==> src/rtl/breakout_scoreboard.sv <==
// Breakout score/lives keeper: hit-event FIFO, digit-serial BCD adder and game phase FSM.
// Define HISCORE_EN to add the show_hi input and a high-score register.
module breakout_scoreboard #(
  parameter int LIVES_INIT     = 3,
  parameter int FIFO_DEPTH     = 4,
  parameter int RESPAWN_CYCLES = 1000000
) (
  input  logic       clk,
  input  logic       rst_n,
  input  logic       game_start,
  input  logic       brick_hit,
  input  logic [2:0] brick_row,
  input  logic       ball_lost,
`ifdef HISCORE_EN
  input  logic       show_hi,
`endif
  output logic [3:0] digit3,
  output logic [3:0] digit2,
  output logic [3:0] digit1,
  output logic [3:0] digit0,
  output logic [2:0] lives,
  output logic [1:0] phase,
  output logic       busy,
  output logic       hit_drop
);

  localparam int PTR_W = $clog2(FIFO_DEPTH);
  localparam int CNT_W = PTR_W + 1;
  localparam int RC_W  = $clog2(RESPAWN_CYCLES + 1);

  typedef enum logic [1:0] {
    PH_ATTRACT = 2'b00,
    PH_PLAY    = 2'b01,
    PH_RESPAWN = 2'b10,
    PH_OVER    = 2'b11
  } phase_e;

  typedef enum logic [2:0] {EN_IDLE, EN_POP, EN_D0, EN_D1, EN_D2, EN_D3} eng_e;

  phase_e           ph;
  eng_e             eng;
  logic [RC_W-1:0]  rcnt;
  logic [3:0]       fifo_mem [FIFO_DEPTH];
  logic [PTR_W-1:0] wr_ptr;
  logic [PTR_W-1:0] rd_ptr;
  logic [CNT_W-1:0] count;
  logic [3:0]       operand;
  logic             carry;
  logic [3:0][3:0]  score;
  logic [15:0]      disp;

  logic       start_ok, push_req, push_ok, pop, lose_ok, fifo_full, fifo_empty;
  logic [1:0] dsel;
  logic [4:0] dsum;
  logic [3:0] dres;
  logic       dcarry;

  assign start_ok   = game_start && (ph == PH_ATTRACT || ph == PH_OVER);
  assign push_req   = brick_hit && ph == PH_PLAY;
  assign lose_ok    = ball_lost && ph == PH_PLAY;
  assign pop        = (eng == EN_POP);
  assign fifo_empty = (count == '0);
  assign fifo_full  = (count == CNT_W'(FIFO_DEPTH));
  // A pop in the same cycle frees the slot, so a full FIFO still accepts the push.
  assign push_ok    = push_req && (!fifo_full || pop);

  // NOTE: payload storage has no reset; count and pointers alone define validity.
  always_ff @(posedge clk) begin
    if (push_ok) fifo_mem[wr_ptr] <= 4'(brick_row) + 4'd1;
  end

  // NOTE: sequential state uses <= so every register samples pre-edge values.
  always_ff @(posedge clk or negedge rst_n) begin
    if (!rst_n) begin
      wr_ptr <= '0;
      rd_ptr <= '0;
      count  <= '0;
    end else if (start_ok) begin
      wr_ptr <= '0;
      rd_ptr <= '0;
      count  <= '0;
    end else begin
      if (push_ok) wr_ptr <= wr_ptr + 1'b1;
      if (pop)     rd_ptr <= rd_ptr + 1'b1;
      case ({push_ok, pop})
        2'b10:   count <= count + 1'b1;
        2'b01:   count <= count - 1'b1;
        default: count <= count;
      endcase
    end
  end

  // NOTE: defaults first so no path through the block infers a latch.
  always_comb begin
    dsel = 2'd0;
    case (eng)
      EN_D1:   dsel = 2'd1;
      EN_D2:   dsel = 2'd2;
      EN_D3:   dsel = 2'd3;
      default: dsel = 2'd0;
    endcase
    dsum   = {1'b0, score[dsel]} + {4'b0, carry}
           + ((eng == EN_D0) ? {1'b0, operand} : 5'd0);
    dcarry = (dsum > 5'd9);
    dres   = dcarry ? 4'(dsum - 5'd10) : dsum[3:0];
  end

  always_ff @(posedge clk or negedge rst_n) begin
    if (!rst_n) begin
      eng     <= EN_IDLE;
      operand <= '0;
      carry   <= 1'b0;
      score   <= '0;
    end else if (start_ok) begin
      eng     <= EN_IDLE;
      operand <= '0;
      carry   <= 1'b0;
      score   <= '0;
    end else begin
      case (eng)
        EN_IDLE: if (!fifo_empty) eng <= EN_POP;
        EN_POP: begin
          operand <= fifo_mem[rd_ptr];
          carry   <= 1'b0;
          eng     <= EN_D0;
        end
        EN_D0: begin score[0] <= dres; carry <= dcarry; eng <= EN_D1; end
        EN_D1: begin score[1] <= dres; carry <= dcarry; eng <= EN_D2; end
        EN_D2: begin score[2] <= dres; carry <= dcarry; eng <= EN_D3; end
        EN_D3: begin
          if (dcarry) score <= {4{4'd9}};
          else        score[3] <= dres;
          carry <= 1'b0;
          eng   <= fifo_empty ? EN_IDLE : EN_POP;
        end
        default: eng <= EN_IDLE;
      endcase
    end
  end

  always_ff @(posedge clk or negedge rst_n) begin
    if (!rst_n) begin
      ph       <= PH_ATTRACT;
      lives    <= '0;
      rcnt     <= '0;
      hit_drop <= 1'b0;
    end else if (start_ok) begin
      ph       <= PH_PLAY;
      lives    <= 3'(LIVES_INIT);
      rcnt     <= '0;
      hit_drop <= 1'b0;
    end else begin
      if (push_req && !push_ok) hit_drop <= 1'b1;
      case (ph)
        PH_PLAY: if (lose_ok) begin
          lives <= lives - 1'b1;
          ph    <= (lives == 3'd1) ? PH_OVER : PH_RESPAWN;
          rcnt  <= RC_W'(RESPAWN_CYCLES - 1);
        end
        PH_RESPAWN: begin
          if (rcnt == '0) ph <= PH_PLAY;
          else            rcnt <= rcnt - 1'b1;
        end
        default: ph <= ph;
      endcase
    end
  end

`ifdef HISCORE_EN
  logic [15:0] hiscore;
  logic        hi_pend;

  // Comparison waits for queued hits to drain; packed BCD orders like binary.
  always_ff @(posedge clk or negedge rst_n) begin
    if (!rst_n) begin
      hiscore <= '0;
      hi_pend <= 1'b0;
    end else if (start_ok) begin
      hi_pend <= 1'b0;
    end else if (lose_ok && lives == 3'd1) begin
      hi_pend <= 1'b1;
    end else if (hi_pend && !busy) begin
      hi_pend <= 1'b0;
      if (score > hiscore) hiscore <= score;
    end
  end

  assign disp = show_hi ? hiscore : score;
`else
  assign disp = score;
`endif

  assign {digit3, digit2, digit1, digit0} = disp;
  assign phase = ph;
  assign busy  = (eng != EN_IDLE) || !fifo_empty;

endmodule

==> config.mk <==
export PLATFORM = sky130hd
export DESIGN_NAME = breakout_scoreboard
export DESIGN_NICKNAME = d
export VERILOG_FILES = /design/src/rtl/breakout_scoreboard.sv
export SDC_FILE = /design/constraint.sdc
export NUM_CORES = 1
export LEC_CHECK = 0
export CAP_MARGIN = 30
export CORE_MARGIN = 8
export CORE_UTILIZATION = 59
export CTS_CLUSTER_DIAMETER = 120
export CTS_CLUSTER_SIZE = 8
export DETAILED_ROUTE_END_ITERATION = 8
export GPL_TIMING_DRIVEN = 0
export HOLD_SLACK_MARGIN = 0.02
export PLACE_DENSITY = 0.8
export SLEW_MARGIN = 5
export SYNTH_ARGS = -nofsm -noshare
export SYNTH_HDL_FRONTEND = slang
export SYNTH_SLANG_ARGS = --single-unit
==> constraint.sdc <==
create_clock -name clk -period 5.3 [get_ports clk]
set_input_delay 1.06 -clock clk [delete_from_list [all_inputs] [get_ports clk]]
set_output_delay 1.06 -clock clk [all_outputs]
set_load 0.02 [all_outputs]
==> results of run 1 <==
-- sequential cells by signal, summed over array words and instances, names as in the netlist --
register and count:
carry 1, count 3, digit0 4, digit1 4, digit2 4, digit3 4, eng 3, fifo_mem 16
hit_drop 1, lives 3, operand 4, phase 2, rcnt 20, rd_ptr 2, wr_ptr 2
-- cell families after synthesis --
kind of cell | Yosys count | synth area share (%)
mux | 20 | 6.05
fa+ha+maj | 18 | 5.93
flops | 73 | 45.7
buf+inv | 38 | 4.07
compound gates | 105 | 16.3
simple gates | 154 | 18.5
xor+xnor | 17 | 3.56
-- path summary, 6_finish.rpt --
kind | start | to | slack, ns | cells past startpoint
max in group asynchronous | rst_n | digit3[2]$_DFFE_PN0P_ | 4.05 | 2
setup reg to reg | eng[0]$_DFFE_PN0P_ | digit0[3]$_DFFE_PN0P_ | 0.80 | 14
hold reg to reg | hit_drop$_DFFE_PN0P_ | hit_drop$_DFFE_PN0P_ | 0.52 | 2
min in group asynchronous | rst_n | rcnt[7]$_DFFE_PN0P_ | 0.67 | 1
setup / recovery | eng[0]$_DFFE_PN0P_ | digit0[3]$_DFFE_PN0P_ | 0.80 | 14
hold / removal | hit_drop$_DFFE_PN0P_ | hit_drop$_DFFE_PN0P_ | 0.52 | 2
-- cell type report --
cell class,instances,area (um2),area share (%)
Sequential cell,73,1910,39.7
Tap cell,96,120,2.50
Inverter,16,60.1,1.25
Timing Repair Buffer,31,315,6.56
Clock inverter,6,67.6,1.41
Buffer,22,110,2.29
Multi-Input combinational cell,314,2100,43.7
Clock buffer,10,128,2.65
-- where the power goes --
group | switching (mW) | internal, mW | total [mW]
clock network | 0.221 | 0.219 | 0.440
registers | 0.186 | 0.749 | 0.935
logic | 0.916 | 0.645 | 1.56
total | 1.32 | 1.61 | 2.94
-- placed cells by master, fill, tap and decap left out, types with 3 or more instances in the layout --
cell              n
a211oi_1          8
a21oi_1          28
a31oi_1           6
and2_1            9
buf_1             3
buf_2             5
clkbuf_1         12
clkbuf_8          9
clkdlybuf4s50_1  29
dfrtp_1          57
edfxtp_1         16
fa_1              3
ha_1             15
inv_1            16
mux2i_1          14
mux4_2            4
nand2_1          44
nand2b_1          3
nand3_1           7
nor2_1           42
nor2b_1           9
nor3_1           16
nor4_1            4
o211ai_1          6
o21ai_0          22
o21ai_1           9
o22a_1            3
o22ai_1           4
or3_1             3
xnor2_1           5
xor2_1           12
-- stage by stage --
| step | total power, mW | util (%) | instance area, um2 | cells | worst slack (ns) |
|---|---|---|---|---|---|
| after global routing | 3.15 | 70.4 | 4810 | 568 | 0.540 |
| after global placement | 2.42 | 67.3 | 4600 | 551 | 1.06 |
| after floorplan | 2.03 | - | 4180 | 425 | 1.47 |
| final | 2.94 | 70.4 | 4810 | 568 | 0.800 |
| after CTS | 2.93 | 70.4 | 4810 | 568 | 0.867 |
| after detailed placement | 2.48 | 67.5 | 4610 | 552 | 0.904 |
-- critical path, stage by stage, from the launching register on --
cell      delay, ns
dfrtp_1        0.35
clkbuf_1       0.32
clkbuf_1       0.51
mux2i_1        0.17
a211oi_1       0.26
a21oi_1        0.11
fa_1           0.50
fa_1           0.44
xor2_1         0.22
ha_1           0.27
o41a_1         0.42
buf_4          0.18
nor2_1         0.35
nor3_1         0.08
nor3_1         0.24
-- layer usage --
| metal | share of wire (%) | global-route usage [%] | vias to the layer above |
|---|---|---|---|
| li1 | - | - | 1604 |
| met1 | 43 | 25.5 | 1621 |
| met3 | 6.2 | 3.60 | 20 |
| met2 | 48 | 32.7 | 128 |
| met4 | 2.2 | 8.84 | 0 |
| met5 | 0 | 0 | - |
==> results.sh, run 1 <==
export IMPL_status="complete, no violations"
export IMPL_first_pass_iters=5
export IMPL_p_per_area_nw_per_um2=611
export IMPL_setup_viol=0
export IMPL_core_um2=6830
export IMPL_rsz0062_at_grt="no"
export IMPL_required_ns=5.55
export IMPL_clk_pin_slew_worst_paths_ns=0.08
export IMPL_crit_type="flip-flop to flip-flop"
export IMPL_post_drt_wl_per_cell_um=16.9
export IMPL_synth_fp_nets=451
export IMPL_grt_pass1_vias=3286
export IMPL_synth_area_leaders="dfrtp_1 (34%), edfxtp_1 (12%), ha_1 (4.5%)"
export IMPL_initial_core_util_pct=61.1
export IMPL_fillers=520
export IMPL_gr_total_overflow=0
export IMPL_p_leak_nw=2.01
export IMPL_area_growth_pct=15.1
export IMPL_maxCapViolCount=0
export IMPL_grt_max_degree=37
export IMPL_synth_flop_cell="dfrtp_1"
export IMPL_synthDistinctLibCells=61
export IMPL_drt_iter0_markers=238
export IMPL_worst_path_max_fanout=10
export IMPL_slew_violations=0
export IMPL_worst_pin_slew_ns=0.918
export IMPL_die_h_um=100
export IMPL_layout_min_cycle_time_ns=4.50
export IMPL_port_buffers=30
export IMPL_die_area_um2=10000
export IMPL_finalClockSkew_ns=0.0129
export IMPL_start_kind="flip-flop"
export IMPL_routabilityCongestion=0.875
export IMPL_cts_sinks=73
export IMPL_drive_gt1_share_pct=9.32
export IMPL_clockRootBuffer="clkbuf_8"
export IMPL_insertion_delay_ns=0.35
export IMPL_cts_htree_levels=3
export IMPL_antenna_found_initial=0
export IMPL_ctsHoldBuffers=0
export IMPL_clock_path_buffers=2
export IMPL_synth_top_area_share_pct=34.2
export IMPL_drc=0
export IMPL_min_path_type="flip-flop to flip-flop"
export IMPL_crit_arrival_ns=4.76
export IMPL_diodes=0
export IMPL_yosysWarnings=0
export IMPL_vias_per_cell=5.94
export IMPL_die_w_um=100
export IMPL_relSlewSlack_pct=38.2
export IMPL_ir_worst_vdd_v=0.000296
export IMPL_max_freq_ghz=0.222
export IMPL_synthCells=425
export IMPL_endpoint_kind="flip-flop"
export IMPL_finalCritPeriodShare_pct=84.9
export IMPL_synth_area_per_cell_um2=9.83
export IMPL_numCtsBuffers=9
export IMPL_nNetsFinal=493
export IMPL_ys_ff_latch=73
export IMPL_cts_setup_buffers=0
export IMPL_drt_wl_total_mm=9.58
export IMPL_ant_nets=0
export IMPL_tritoncts="done"
export IMPL_ctsResizeCount=0
export IMPL_ys_seq_area_share_pct=45.7
export IMPL_via_count=3373
export IMPL_synth_largest_area_cell="dfrtp_1"
export IMPL_synth_edf_count=16
export IMPL_hpwl_mm=7.04
export IMPL_grt_pass1_wl_mm=16.0
export IMPL_async_reset_ff_share_pct=78.1
export IMPL_synth_area_um2=4180
export IMPL_grt_use_total_pct=20.1
export IMPL_hold_ws_ns=0.522
export IMPL_yosysMostFrequentCell="dfrtp_1"
export IMPL_setup_tns_ns=0
export IMPL_io_pins=31
export IMPL_synth_top_cells_by_count="dfrtp_1 (57), nand2_1 (44), nor2_1 (42), a21oi_1 (28), o21ai_0 (22)"
export IMPL_finalHoldViolCount=0
export IMPL_rows=30
Power figures use the tool's default switching activity.
==> run 2: changes to the inputs <==
- CORE_UTILIZATION: 59 -> 53
- PLACE_DENSITY: 0.8 -> 0.76
- clock period: 5.3 -> 3.9 ns (I/O delays scaled with it)
==> run 2 against run 1 <==
Compared with the run above:
- worst setup slack got worse by 0.59 ns
- clock skew decreased by 0.0012 ns
- first-iteration DRC count is 4.2% lower
- power up 38%
- global-route usage down 2.9 points
- combinational power up 37%
- sequential share of layout area shrank 0.55 points
- clock-buffer cell count fell by 1
- maximum frequency increased by 22%
- highest routed layer unchanged
- sequential cell count unchanged
- hold slack worse by 0.14 ns
==> results.sh, run 2 (synthesis gave the netlist of run 1 again) <==
export IMPL_status="complete, no violations"
export IMPL_finalHoldViolCount=0
export IMPL_antenna_found_initial=0
export IMPL_clockRootBuffer="clkbuf_8"
export IMPL_grt_pass1_vias=3269
export IMPL_drive_gt1_share_pct=11.4
export IMPL_clock_path_buffers=2
export IMPL_via_count=3331
export IMPL_post_drt_wl_per_cell_um=16.2
export IMPL_gr_total_overflow=0
export IMPL_cts_sinks=73
export IMPL_layout_min_cycle_time_ns=3.69
export IMPL_p_per_area_nw_per_um2=832
export IMPL_reg_top3="rcnt: 20 flops, fifo_mem: 16 flops"
export IMPL_io_pins=31
export IMPL_grt_use_total_pct=17.2
export IMPL_die_w_um=105
export IMPL_grt_pass1_wl_mm=15.7
export IMPL_initial_core_util_pct=54.3
export IMPL_start_kind="flip-flop"
export IMPL_drc=0
export IMPL_r2r_end="digit0[1]$_DFFE_PN0P_"
export IMPL_port_buffers=30
export IMPL_die_h_um=105
export IMPL_insertion_delay_ns=0.36
export IMPL_diodes=0
export IMPL_core_um2=7690
export IMPL_final_cell_mix="dfrtp_1 (57), nand2_1 (44), nor2_1 (42)"
export IMPL_finalCritPeriodShare_pct=94.7
export IMPL_ir_worst_vdd_v=0.000350
export IMPL_numCtsBuffers=9
export IMPL_rsz0062_at_grt="no"
export IMPL_endpoint_kind="flip-flop"
export IMPL_rows=32
export IMPL_clk_pin_slew_worst_paths_ns=0.09
export IMPL_grt_max_degree=38
export IMPL_reg2reg_depth=14
export IMPL_ant_nets=0
export IMPL_crit_arrival_ns=3.99
export IMPL_max_freq_ghz=0.271
export IMPL_first_pass_iters=5
export IMPL_top_register="rcnt"
export IMPL_worst_path_max_fanout=10
export IMPL_p_leak_nw=2.04
export IMPL_worst_pin_slew_ns=0.568
export IMPL_drt_wl_total_mm=9.33
export IMPL_die_area_um2=11000
export IMPL_startpoint="eng[0]$_DFFE_PN0P_"
export IMPL_cts_htree_levels=3
export IMPL_vias_per_cell=5.79
export IMPL_finalClockSkew_ns=0.0116
export IMPL_endpoint="digit0[1]$_DFFE_PN0P_"
export IMPL_area_growth_pct=16.7
export IMPL_nNetsFinal=494
export IMPL_power_total_mw=4.05
export IMPL_crit_type="flip-flop to flip-flop"
export IMPL_tritoncts="done"
export IMPL_drt_iter0_markers=228
export IMPL_setup_viol=0
export IMPL_min_path_type="primary input to asynchronous set/reset pin"
export IMPL_routabilityCongestion=0.896
export IMPL_required_ns=4.19
export IMPL_maxCapViolCount=0
export IMPL_largest_reg_flops=20
export IMPL_final_common_cell="dfrtp_1"
export IMPL_final_core_util_pct=63.4
export IMPL_slew_violations=0
export IMPL_reg2reg_slack_ns=0.21
export IMPL_hpwl_mm=6.75
export IMPL_relSlewSlack_pct=62.1
export IMPL_reg2reg_from="eng[0]$_DFFE_PN0P_"
run 2: cell types whose count changed in the layout (fill, tap and decap cells not counted), sizes merged:
cell and delta:
inv +3, buf +1, clkbuf -1, clkinv -1, clkinvlp -1
run 2: cell type report:
cell class | count | area (um2)
Clock buffer | 9 | 124
Sequential cell | 73 | 1910
Timing Repair Buffer | 32 | 320
Inverter | 16 | 60.1
Tap cell | 102 | 128
Clock inverter | 7 | 86.3
Buffer | 22 | 131
Multi-Input combinational cell | 314 | 2120
Fill cell | 645 | 2810
run 2: timing repair:
action | 4_1_cts | 5_1_grt
buffers inserted | 0 | 0
pin swaps | 0 | 2
gates cloned | 0 | 0
gates resized for setup | 9 | 8
hold buffers | 0 | 0
setup endpoints to repair | 15 | 11
run 2: worst max-delay path: stages (launching register included):
cell and delay [ns]:
dfrtp_1 0.39, clkbuf_4 0.19, clkbuf_8 0.19, mux2i_1 0.13
a211oi_1 0.21, a21oi_1 0.09, fa_2 0.39, fa_2 0.37
xor2_1 0.21, ha_2 0.23, o41a_1 0.42, buf_4 0.18
ha_1 0.32, o22a_1 0.24, nor2_1 0.08
run 2: per-stage QoR:
stage	hold slack, ns	setup WS, ns	setup TNS [ns]	instance area [um2]	instances
finish	0.379	0.205	0	4870	575
global route	0.402	0.0342	0	4870	575
CTS	0.384	0.0468	0	4850	574
detailed placement	0.526	-0.428	-4.48	4620	558
global placement	0.512	-0.403	-4.23	4600	557
floorplan	0.484	0.0653	0	4180	425
run 2: how the worst min path moves through the flow:
stage	slack [ns]	to	startpoint	depth (start not counted)
after global placement	0.51	hit_drop$_DFFE_PN0P_	hit_drop$_DFFE_PN0P_	2
after detailed placement	0.53	lives[1]$_DFFE_PN0P_	lives[1]$_DFFE_PN0P_	2
after floorplan	0.48	carry$_DFFE_PN0P_	rst_n	0
after global routing	0.40	digit3[2]$_DFFE_PN0P_	rst_n	1
after CTS	0.38	digit1[1]$_DFFE_PN0P_	rst_n	1
final	0.38	digit1[3]$_DFFE_PN0P_	rst_n	1
run 2: power by group:
part / switching [mW] / total [mW] / internal (mW)
logic: 1.23 / 2.14 / 0.911
registers: 0.250 / 1.27 / 1.02
clock network: 0.332 / 0.642 / 0.310
run 2: layer usage:
layer	up-vias	share of wire (%)	GRT usage [%]
met3	21	5.6	4.18
met4	0	1.4	5.91
met2	104	49	27.8
li1	1603	-	-
met5	-	0	0
met1	1603	44	22.2
